File: src/rtl/svc_rv_regfile.sv
// svc_rv_regfile: RISC-V integer register file with two registered read ports and one WB write port.
// Define SVC_RV_REGFILE_SB_EN to build the scoreboard that tracks long-latency destinations.
module svc_rv_regfile #(
    parameter int XLEN = 32,
    parameter int NREGS = 32,
    localparam int AW = $clog2(NREGS)
) (
    input  logic            clk,
    input  logic            rst,
    input  logic [AW-1:0]   rs1_addr,
    input  logic [AW-1:0]   rs2_addr,
    input  logic            rd_en,
    output logic [XLEN-1:0] rs1_data,
    output logic [XLEN-1:0] rs2_data,
    input  logic            reg_write_wb,
    input  logic [AW-1:0]   rd_wb,
    input  logic [XLEN-1:0] rd_data_wb,
    input  logic            issue_en,
    input  logic [AW-1:0]   issue_rd,
    input  logic            sb_flush,
    output logic            rs1_busy,
    output logic            rs2_busy
);

    logic [XLEN-1:0] regs [NREGS];
    logic [AW-1:0]   rs1_q;
    logic [AW-1:0]   rs2_q;
    logic [XLEN-1:0] rs1_next;
    logic [XLEN-1:0] rs2_next;
    logic            wr_en;

    assign wr_en = reg_write_wb && (rd_wb != '0);

    // wr_en already excludes x0, so a hold-path hit implies a nonzero latched address
    always_comb begin
        rs1_next = rs1_data;
        if (rd_en) begin
            if (rs1_addr == '0) begin
                rs1_next = '0;
            end else if (wr_en && rd_wb == rs1_addr) begin
                rs1_next = rd_data_wb;
            end else begin
                rs1_next = regs[rs1_addr];
            end
        end else if (wr_en && rd_wb == rs1_q) begin
            rs1_next = rd_data_wb;
        end
    end

    always_comb begin
        rs2_next = rs2_data;
        if (rd_en) begin
            if (rs2_addr == '0) begin
                rs2_next = '0;
            end else if (wr_en && rd_wb == rs2_addr) begin
                rs2_next = rd_data_wb;
            end else begin
                rs2_next = regs[rs2_addr];
            end
        end else if (wr_en && rd_wb == rs2_q) begin
            rs2_next = rd_data_wb;
        end
    end

    always_ff @(posedge clk or posedge rst) begin
        if (rst) begin
            for (int i = 0; i < NREGS; i++) begin
                regs[i] <= '0;
            end
            rs1_data <= '0;
            rs2_data <= '0;
            rs1_q    <= '0;
            rs2_q    <= '0;
        end else begin
            if (wr_en) begin
                regs[rd_wb] <= rd_data_wb;
            end
            rs1_data <= rs1_next;
            rs2_data <= rs2_next;
            if (rd_en) begin
                rs1_q <= rs1_addr;
                rs2_q <= rs2_addr;
            end
        end
    end

`ifdef SVC_RV_REGFILE_SB_EN
    logic [NREGS-1:0] busy;

    // Later assignments win: a new issue beats a WB clear, and x0 is forced idle
    always_ff @(posedge clk or posedge rst) begin
        if (rst) begin
            busy <= '0;
        end else if (sb_flush) begin
            busy <= '0;
        end else begin
            if (reg_write_wb) begin
                busy[rd_wb] <= 1'b0;
            end
            if (issue_en) begin
                busy[issue_rd] <= 1'b1;
            end
            busy[0] <= 1'b0;
        end
    end

    assign rs1_busy = busy[rs1_addr];
    assign rs2_busy = busy[rs2_addr];
`else
    logic sb_unused;

    assign sb_unused = ^{issue_en, issue_rd, sb_flush};
    assign rs1_busy  = 1'b0;
    assign rs2_busy  = 1'b0;
`endif

endmodule

File: config.mk
export PLATFORM = sky130hd
export DESIGN_NAME = svc_rv_regfile
export DESIGN_NICKNAME = d
export VERILOG_FILES = /design/src/rtl/svc_rv_regfile.sv
export SDC_FILE = /design/constraint.sdc
export NUM_CORES = 2
export LEC_CHECK = 0
export BUFFER_PORTS_ARGS = -buffer_cell sky130_fd_sc_hd__buf_2
export CAP_MARGIN = 5
export CORE_ASPECT_RATIO = 0.9
export CORE_MARGIN = 2
export CORE_UTILIZATION = 40
export DETAILED_ROUTE_END_ITERATION = 10
export GPL_ROUTABILITY_DRIVEN = 0
export PLACE_DENSITY_LB_ADDON = 0.15
export SETUP_SLACK_MARGIN = 0.05
export SLEW_MARGIN = 15
export SYNTH_ARGS = -nofsm -noshare
export SYNTH_HDL_FRONTEND = slang
export SYNTH_SLANG_ARGS = --single-unit
File: constraint.sdc
create_clock -name clk -period 79.9 [get_ports clk]
set_input_delay 3.995 -clock clk [delete_from_list [all_inputs] [get_ports clk]]
set_output_delay 3.995 -clock clk [all_outputs]
set_load 0.02 [all_outputs]
==> results.py <==
metrics = {
    "yosys": {
        "synth_top_family_by_area": "multiplexers",
        "yosysSeqAreaShare_pct": 49.3,
        "synth-simple-area-share_pct": 5.85,
        "synth_edf_count": 0,
        "syn_inst": 4329,
        "avgSynthCellArea_sq_um": 12.9,
        "synth_fa_ha_area_share_pct": 0,
        "yosysTopAreaCell": "dfrtp_1",
        "synth_common_cells": "dfrtp_1 (1098), nand2_1 (693), o21ai_0 (537)",
        "synth.cell_area_sq_mm": 0.0557,
        "synth_xor_area_share_pct": 0.312,
        "synthDistinctLibCells": 46,
        "muxShareOfSynthArea_pct": 30.6,
        "yosysMostFrequentCell": "dfrtp_1",
        "synth_area_leaders": "dfrtp_1 (49%), mux4_2 (21%), mux2_2 (9.6%)",
        "synth_top_area_share_pct": 49.3,
        "synth-main-ff-cell": "dfrtp_1",
        "synth-compound-area-share_pct": 10.2,
        "yosys_warnings": 0,
        "async_flop_share_pct": 100,
        "yosys_register_bits": 1098,
    },
    "cts": {
        "cts-buffers-inserted": 120,
        "cts_setup_buffers": 0,
        "postCtsResizedCells": 0,
        "htree_levels": 3,
        "ctsHoldBuffers": 0,
        "cts_sinks": 1098,
        "cts_tree": "built",
        "path_clk_slew_ps": 60,
        "cts-root-buf": "clkbuf_16",
        "clk_latency_ps": 750,
        "cts_buffer_depth": 3,
    },
    "power_and_ir_drop": {
        "p_per_area_mw_per_mm2": 25.9,
        "leakage_nw": 26.5,
        "ir_drop_v": 0.0000183,
    },
    "timing": {
        "slew_violations": 0,
        "tightestPinTransition_ps": 1240,
        "slew_headroom_pct": 17.0,
        "finalSetupViolCount": 0,
        "rsz0062_at_grt": "no",
        "post-route-period-util_pct": 10.7,
        "fin_skew_ps": 24.7,
        "fin_tns_setup_ps": 0,
        "finalHoldViolCount": 0,
        "fmax_mhz": 117,
        "period_needed_ps": 8520,
    },
    "finish": {
        "fin_util_pct": 44.7,
        "drive_gt1_share_pct": 33.8,
        "multi_input_area_sq_mm": 0.0265,
        "fill_cells": 12700,
        "nets": 4241,
        "seq_area_sq_mm": 0.0275,
        "area_delta_synth_final_pct": 10.5,
    },
    "global_routing": {
        "grt_pass1_wl_microns": 279000,
        "grt_pass1_vias": 38100,
        "grt_max_degree": 166,
        "grt_antenna_before_repair": 6,
        "grt_overflow": 0,
        "gr-usage-all-layers_pct": 27.3,
    },
    "floorplanning": {
        "die_area_sq_mm": 0.142,
        "initial_core_util_pct": 40.4,
        "rows": 129,
        "coreArea_sq_mm": 0.138,
        "fp.dieW_microns": 397,
        "dieHeight_microns": 358,
        "io_pins": 124,
    },
    "drt": {
        "dr.pass1.iters": 5,
        "vias": 37700,
        "first_iter_violations": 3301,
        "routed_via_density": 6.16,
        "wire_per_inst_microns": 31.4,
        "wl_microns": 192000,
        "ant_nets": 0,
        "drc": 0,
    },
    "critical_path": {
        "start_kind": "primary input",
        "cp.arrival_ps": 9130,
        "worstSetupEndpointType": "flop",
        "cp_data_required_time_ps": 80510,
        "crit_type": "in -> reg",
        "cp_max_fo": 61,
    },
    "status": {
        "status": "complete, no violations",
    },
    "placed_design": {
        "io_buffers": 114,
        "dp_hpwl_microns": 97400,
    },
    "worst_hold_path": {
        "hold_path_class": "reg -> reg",
    },
    "job": {
        "cap_violations": 0,
    },
}
-- layout make-up --
class                      count  share of cell area [%]
inverter                      36                   0.232
tap                         1834                    3.73
clock buffer                 184                    5.81
multi-input combinational   2739                    43.0
antenna                        4                  0.0163
timing repair buffer         188                    1.95
sequential                  1098                    44.6
clock inverter                38                   0.613
-- through the flow --
stage	hold WS, ps	cell area (sq um)	setup slack, ps	power (mW)	std cells
global placement	377	57600	70480	1.03	5895
CTS	396	61600	71230	1.61	6117
finish	395	61600	71380	1.60	6121
global route	408	61600	70880	1.67	6118
detailed placement	383	57600	70420	1.04	5895
floorplan	441	55700	44990	0.954	4330
-- metal layers --
metal	routed length, microns	vias to the layer above	GRT usage [%]
li1	-	15900	-
met1	81800	20100	37.5
met2	91800	1294	44.3
met3	11900	366	4.72
met4	6930	0	8.97
met5	0	-	0
-- state kept, by name (all words and copies together) (netlist names) --
register	cells
rs1_q	5
regs	1024
rs2_q	5
rs2_data	32
rs1_data	32
-- path summary, 6_finish.rpt --
kind                            slack, ps                  endpoint              startpoint  depth (start not counted)
worst max-delay path                71380   rs2_data[5]$_DFFE_PP0P_             rs2_addr[0]                         10
worst min register to register        390    regs[1004]$_DFFE_PP0P_  regs[1004]$_DFFE_PP0P_                          0
worst min-delay path                  390    regs[1004]$_DFFE_PP0P_  regs[1004]$_DFFE_PP0P_                          0
min in group asynchronous            3340     regs[158]$_DFFE_PP0P_                     rst                          2
worst max register to register      77180  rs2_data[12]$_DFFE_PP0P_    rs2_q[0]$_DFFE_PP0P_                          5
max in group asynchronous           72770     regs[708]$_DFFE_PP0P_                     rst                          6
-- cell usage in the layout, fill, tap and decap left out, types with 30 or more instances in the layout --
cell type,n
dfrtp_1,1098
nand2_1,677
o21ai_0,537
mux4_2,512
mux2_2,473
a22oi_1,256
clkbuf_16,122
buf_2,110
buf_4,71
a21o_1,65
nand3_1,37
inv_1,34
nand4_1,33
clkbuf_1,33
o2111ai_2,30
-- report_power, final --
part | internal (mW) | switching (mW)
clock network | 0.326 | 0.239
registers | 0.660 | 0.0768
logic | 0.161 | 0.135
total | 1.15 | 0.451
-- worst max-delay path, cell delays in order --
cell,delay [ps]
buf_8,580
buf_4,880
buf_4,850
buf_4,750
buf_4,800
mux4_2,600
a22oi_1,260
nand2_1,80
nand3_1,110
nand4_1,110
-- cells by family after synthesis --
kind of cell	after synthesis
other cells	1
buf+inv	493
mux	1002
simple gates	810
xor+xnor	19
compound gates	906
flops	1098
(Power assumes the default switching activity.)
